`src/rtl/keccak_chi_compress_if.sv`:
```
// Row-in / frame-out bundle for keccak_chi_compress: 45 chi component outputs in,
// ROWS packed 3-share chi rows out, both sides valid/ready.
interface keccak_chi_compress_if #(
  parameter int ROWS = 5
);
  logic                cf_valid;
  logic [44:0]         cf;
  logic                cf_ready;
  logic                out_valid;
  logic                out_ready;
  logic [5*ROWS-1:0]   out_s1;
  logic [5*ROWS-1:0]   out_s2;
  logic [5*ROWS-1:0]   out_s3;

  modport master (
    output cf_valid, cf, out_ready,
    input  cf_ready, out_valid, out_s1, out_s2, out_s3
  );

  modport slave (
    input  cf_valid, cf, out_ready,
    output cf_ready, out_valid, out_s1, out_s2, out_s3
  );
endinterface

```
`src/rtl/keccak_chi_compress.sv`:
```
// Registers 45 masked chi component outputs (glitch barrier), XOR-compresses them to 3 shares
// of a 5-bit row and packs ROWS rows per frame; row written 1 edge after accept, one row held while FULL stalls.
module keccak_chi_compress #(
  parameter int ROWS = 5
) (
  input logic                    clk,
  input logic                    rst_n,
  keccak_chi_compress_if.slave   bus
);
  localparam int RW = (ROWS > 1) ? $clog2(ROWS) : 1;
  localparam int FW = 5 * ROWS;

  typedef enum logic {FILL, FULL} state_t;

  state_t          state_q, state_d;
  logic [RW-1:0]   row_q, row_d;
  logic [44:0]     cf_q, cf_d;
  logic            cf_v_q, cf_v_d;
  logic [FW-1:0]   acc_s1_q, acc_s1_d;
  logic [FW-1:0]   acc_s2_q, acc_s2_d;
  logic [FW-1:0]   acc_s3_q, acc_s3_d;

  logic [4:0]      y1, y2, y3;
  logic            acc_take;
  logic            cf_ready;
  logic            cf_accept;

  // Compression reads only the registered components so no XOR sees raw cf glitches.
  always_comb begin
    y1 = '0;
    y2 = '0;
    y3 = '0;
    for (int j = 0; j < 5; j++) begin
      y1[j] = ^cf_q[9*j   +: 3];
      y2[j] = ^cf_q[9*j+3 +: 3];
      y3[j] = ^cf_q[9*j+6 +: 3];
    end
  end

  always_comb begin
    acc_take  = cf_v_q && ((state_q == FILL) || bus.out_ready);
    cf_ready  = !cf_v_q || acc_take;
    cf_accept = bus.cf_valid && cf_ready;

    cf_d     = cf_q;
    cf_v_d   = cf_v_q;
    acc_s1_d = acc_s1_q;
    acc_s2_d = acc_s2_q;
    acc_s3_d = acc_s3_q;
    row_d    = row_q;
    state_d  = state_q;

    if (cf_accept) begin
      cf_d   = bus.cf;
      cf_v_d = 1'b1;
    end else if (acc_take) begin
      cf_v_d = 1'b0;
    end

    if (acc_take) begin
      for (int r = 0; r < ROWS; r++) begin
        if (row_q == RW'(r)) begin
          acc_s1_d[5*r +: 5] = y1;
          acc_s2_d[5*r +: 5] = y2;
          acc_s3_d[5*r +: 5] = y3;
        end
      end
      // Taking the last row while FULL also completes the previous frame's handshake.
      if (row_q == RW'(ROWS - 1)) begin
        row_d   = '0;
        state_d = FULL;
      end else begin
        row_d   = row_q + RW'(1);
        state_d = FILL;
      end
    end else if ((state_q == FULL) && bus.out_ready) begin
      state_d = FILL;
    end
  end

  always_ff @(posedge clk or negedge rst_n) begin
    if (!rst_n) begin
      state_q  <= FILL;
      row_q    <= '0;
      cf_q     <= '0;
      cf_v_q   <= 1'b0;
      acc_s1_q <= '0;
      acc_s2_q <= '0;
      acc_s3_q <= '0;
    end else begin
      state_q  <= state_d;
      row_q    <= row_d;
      cf_q     <= cf_d;
      cf_v_q   <= cf_v_d;
      acc_s1_q <= acc_s1_d;
      acc_s2_q <= acc_s2_d;
      acc_s3_q <= acc_s3_d;
    end
  end

  assign bus.cf_ready  = cf_ready;
  assign bus.out_valid = (state_q == FULL);
  assign bus.out_s1    = acc_s1_q;
  assign bus.out_s2    = acc_s2_q;
  assign bus.out_s3    = acc_s3_q;
endmodule

```
`src/flat_wrapper.sv`:
```
// flat-port wrapper written by rule: the top's interface ports become plain ports
module keccak_chi_compress_flat 
#(
  parameter int ROWS = 5
)
  (clk, rst_n, bus_cf_valid, bus_cf, bus_out_ready, bus_cf_ready, bus_out_valid, bus_out_s1, bus_out_s2, bus_out_s3);
  keccak_chi_compress_if #(.ROWS(ROWS)) bus_i ();
  input logic clk;
  input logic rst_n;
  input wire logic [$bits(bus_i.cf_valid)-1:0] bus_cf_valid;
  input wire logic [$bits(bus_i.cf)-1:0] bus_cf;
  input wire logic [$bits(bus_i.out_ready)-1:0] bus_out_ready;
  output wire logic [$bits(bus_i.cf_ready)-1:0] bus_cf_ready;
  output wire logic [$bits(bus_i.out_valid)-1:0] bus_out_valid;
  output wire logic [$bits(bus_i.out_s1)-1:0] bus_out_s1;
  output wire logic [$bits(bus_i.out_s2)-1:0] bus_out_s2;
  output wire logic [$bits(bus_i.out_s3)-1:0] bus_out_s3;
  assign bus_i.cf_valid = bus_cf_valid;
  assign bus_i.cf = bus_cf;
  assign bus_i.out_ready = bus_out_ready;
  assign bus_cf_ready = bus_i.cf_ready;
  assign bus_out_valid = bus_i.out_valid;
  assign bus_out_s1 = bus_i.out_s1;
  assign bus_out_s2 = bus_i.out_s2;
  assign bus_out_s3 = bus_i.out_s3;
  keccak_chi_compress #(.ROWS(ROWS)) u_core (.clk(clk), .rst_n(rst_n), .bus(bus_i));
endmodule
```
`config.mk`:
```
export PLATFORM = sky130hd
export DESIGN_NAME = keccak_chi_compress_flat
export DESIGN_NICKNAME = d
export VERILOG_FILES = /design/src/rtl/keccak_chi_compress_if.sv /design/src/rtl/keccak_chi_compress.sv /design/src/flat_wrapper.sv
export SDC_FILE = /design/constraint.sdc
export NUM_CORES = 1
export LEC_CHECK = 0
export CORE_MARGIN = 3
export CORE_UTILIZATION = 26
export CTS_CLUSTER_SIZE = 12
export DETAILED_ROUTE_END_ITERATION = 7
export GPL_TIMING_DRIVEN = 0
export PLACE_DENSITY = 0.49
export SLEW_MARGIN = 20
export SYNTH_ARGS = -nofsm -noshare
export SYNTH_HDL_FRONTEND = slang
export SYNTH_SLANG_ARGS = --single-unit
```
`constraint.sdc`:
```
create_clock -name clk -period 4.9 [get_ports clk]
set_input_delay 0.98 -clock clk [delete_from_list [all_inputs] [get_ports clk]]
set_output_delay 0.98 -clock clk [all_outputs]
set_load 0.01 [all_outputs]
```
# After elaboration in Yosys (flattened, before gate mapping)
# Cells that the tools add are included.
# classes
mux,6
n_reduce_logical,29
bitwise_logic,1
addsub,1
eq_ne,4
# ops
operator,n
$reduce_xor A3 Y1,15
$reduce_and A2 Y1,5
$eq A3 B2 Y1 const B,2
$mux W1,5
$reduce_bool A2 Y1,2
$add A3 B1 Y3 const B,1
$eq A3 B1 Y1 const B,1
$eq A3 B3 Y1 const B,1
$logic_and A1 B1 Y1,3
$logic_not A3 Y1,1
$mux W3,1
$logic_or A1 B1 Y1,2
$logic_not A1 Y1,1
$not A1 Y1,1
# totals
out_inout_bits,77
ff_bits,125

# Longest topological paths before layout
# depth
ltp_word,6
depth_mapped,5

# Worst setup path after synthesis
# No wires, ideal clock.
# synth_timing
kind,input to output
from,in bus_out_ready
to,out bus_cf_ready
slack_ns,2.712
path_buffers,0
cell_stages,1
required_time_ns,3.920
arrival_ns,1.208
path_cell_list,nand3b_1
# synth_between
elab_chain_cells,3
# synth_rtl
element,line_no,text
from (decl),flat_wrapper.sv:12,input wire logic [$bits(bus_i.out_ready)-1:0] bus_out_ready;
$logic_or A1 B1 Y1,keccak_chi_compress.sv:41,acc_take = cf_v_q && ((state_q == FILL) || bus.out_ready);
$logic_and A1 B1 Y1,keccak_chi_compress.sv:41,
$logic_or A1 B1 Y1,keccak_chi_compress.sv:42,cf_ready = !cf_v_q || acc_take;
to (decl),flat_wrapper.sv:13,output wire logic [$bits(bus_i.cf_ready)-1:0] bus_cf_ready;
# No other way between the ends.

# Worst setup path in the final report
# Same ends and word-level chain as after synthesis.

==> run summary <==
Final Wtd Congestion = 0.733
Worst EP arrival = 2160 ps
Tot GR Track Use = 0.121
post_cts resized = 0
register bit total from synthesis = 125
cell row count = 50
Initial DRC Count = 100
Synthesized Nets = 366
Critical Path Start Type = primary input
Post-CTS Hold Buffers = 0
Synth Area in Compound Gates = 0.00198
largest net degree at the start of global routing = 66
status = complete, no violations
first-pass GRT wire length = 19500 um
cts bufs inserted = 17
sequential area share after synthesis = 0.620
Final Skew = 8.50 ps
Max stage delay on crit path = 560 ps
M2 GR Usage = 0.192
crit path time final = 3140 ps
# diodes = 0
CP Capture Type = primary output
fmax = 0.318 GHz
crit path cell chain = clkdlybuf4s50_1, nand3b_1, clkdlybuf4s50_1
port bufs = 125
Final setup viols = 0
Clock Sinks = 125
DIE AREA = 21100 um2
Slowest-stage cell, CP = clkdlybuf4s50_1
Worst Tran Pin Value = 630 ps
syn avg cell area = 16.2 um2
post-route insts no fill = 730
DRT Wirelength = 12000 um
Slew Viols, Final = 0
nets = 511
clock root buffer master = clkbuf_16
clk slew on worst S/H paths = 50 ps
vias in the first global route = 3371
DRC = 0
Design Area, Final = 7240 um2
placed cells = 698
GR Layer Usage met1 = 0.153
Netlist Area Pre-Place = 5050 um2
Max IR drop VDD = 0.229 mV
Power Dens Cells = 634 nW/um2
Die Ht = 145 um
Unique masters post-synth = 17
Post-Synthesis Cells = 312
Most common cell on crit path = clkdlybuf4s50_1
final hold slack = 502 ps
wire length per cell = 16.5 um
total negative slack = 0 ps
Final ANT Viol Nets = 0
via count = 3021
total gr overflow = 0
Pre-Repair DR Iteration Count = 4
hpwl dp = 8520 um
worst setup path category = in -> out
Final period util = 0.642
Ys Warns = 0
Worst Path Max Fanout = 3
worst hold path class = reg -> reg
Rel. slew slack = 0.577
met3 GRT Util = 0.0424
initial antenna violation count = 0
dpl cell area = 6650 um2
Max Cap Viol = 0
Initial Utilization = 0.267
FILL cells = 1844
WP data required = 3920 ps
die width = 145 um
post-CTS setup buffer count = 0
GRT Max-Usage Layer = met2
ratio of cells with drive above 1 in the final layout = 0.366
H-tree Lvls = 4
RSZ-0062 raised after global routing = false
Lkg Pwr = 0.00299 uW
Reg area = 3130 um2
CTS tree = done
XOR/XNOR Fraction of Synth Area = 0.0520
largest family of logic cells by synthesized area = multiplexers
Post-Synth Adder-Cell Area = 0.0124
deepest clock path buffer count = 2
io pins = 126
post-DR vias/cell = 4.14
core area = 18900 um2
multi-input logic area = 1820 um2
synth-to-layout area growth = 43.4%
Synth Area in Simple Gates = 0.0203
mux contribution to synthesized area = 0.274
Clock Latency Late Sink = 410 ps
Fin. Hold Viols = 0
[cell usage after synthesis, drive strengths merged]
| master | count | share of area |
|---|---|---|
| ha | 5 | 0.012 |
| nand2b | 2 | 0.0025 |
| buf | 10 | 0.017 |
| a21oi | 2 | 0.0020 |
| nand4 | 1 | 0.0025 |
| inv | 3 | 0.0022 |
| dfrtp | 125 | 0.62 |
| nand3b | 1 | 0.0015 |
| xnor2 | 30 | 0.052 |
| and2b | 1 | 0.0017 |
| nand3 | 4 | 0.0079 |
| mux2i | 1 | 0.0020 |
| mux2 | 122 | 0.27 |
| nand2 | 5 | 0.0042 |
[sequential cells by signal (all words and copies together) (netlist names)]
name	count
u_core.bus.out_s3	25
u_core.bus.out_valid	1
u_core.row_q	3
u_core.bus.out_s1	25
u_core.bus.out_s2	25
u_core.cf_v_q	1
u_core.cf_q	45
[cells by family (layout without fill, tap and decap cells)]
group	Yosys count	count (layout)
simple gates	14	14
compound gates	2	2
mux	123	123
buf+inv	13	171
flops	125	125
xor+xnor	30	30
fa+ha+maj	5	5
[through the flow]
step	total power [uW]	worst slack [ps]	utilization
2_1_floorplan	2470	2710	-
3_3_place_gp	3380	-2070	0.351
3_5_place_dp	3420	1770	0.352
4_1_cts	4680	1750	0.383
5_1_grt	4880	1700	0.383
6_report	4590	1760	0.383
[power breakdown]
group          leakage (uW)  internal [uW]  total (uW)  switching [uW]
sequential          0.00148           1430        1660             231
clock              0.000280            764        1230             465
combinational       0.00123           1040        1700             666
total               0.00299           3230        4590            1360
[path summary, 6_finish.rpt]
check	from	cells after the start	slack (ps)	end
setup reg to reg	u_core.row_q[1]$_DFFE_PN0P_	5	2990	u_core.bus.out_s2[22]$_DFFE_PN0P_
setup / recovery	bus_out_ready	3	1760	bus_cf_ready
hold reg to reg	u_core.bus.out_s3[10]$_DFFE_PN0P_	1	500	u_core.bus.out_s3[10]$_DFFE_PN0P_
min in group asynchronous	rst_n	1	530	u_core.cf_q[28]$_DFFE_PN0P_
hold / removal	u_core.bus.out_s3[10]$_DFFE_PN0P_	1	500	u_core.bus.out_s3[10]$_DFFE_PN0P_
max in group asynchronous	rst_n	2	3650	u_core.bus.out_s2[8]$_DFFE_PN0P_
[worst max-delay path: cells and delay by family]
kind | cells | cell delay, ps
AND/OR/NAND/NOR | 1 | 160
buffers and inverters | 2 | 1030
[cell usage in the layout (no fill, tap or decap), drive strengths merged, types with 2 or more instances in the layout]
master         instances
a21oi                  2
clkinvlp               3
nand2                  5
clkdlybuf4s50        124
mux2                 122
dfrtp                125
inv                    5
clkbuf                19
xnor2                 30
bufinv                 2
buf                   12
clkinv                 6
nand2b                 2
nand3                  4
ha                     5
[layer usage]
metal	vias up	part of all wire	routed length (um)
li1	1388	-	-
met1	1540	0.45	5370
met2	81	0.48	5810
met3	12	0.057	684
met4	0	0.014	169
met5	-	0	0
[final cells by class]
cell class	count	area share
Sequential cell	125	0.432
Multi-Input combinational cell	174	0.252
Timing Repair Buffer	126	0.177
Clock buffer	19	0.0612
Tap cell	260	0.0449
Clock inverter	13	0.0195
Buffer	10	0.0121
Inverter	3	0.00156
No activity file was read; power rests on OpenSTA's default activity.
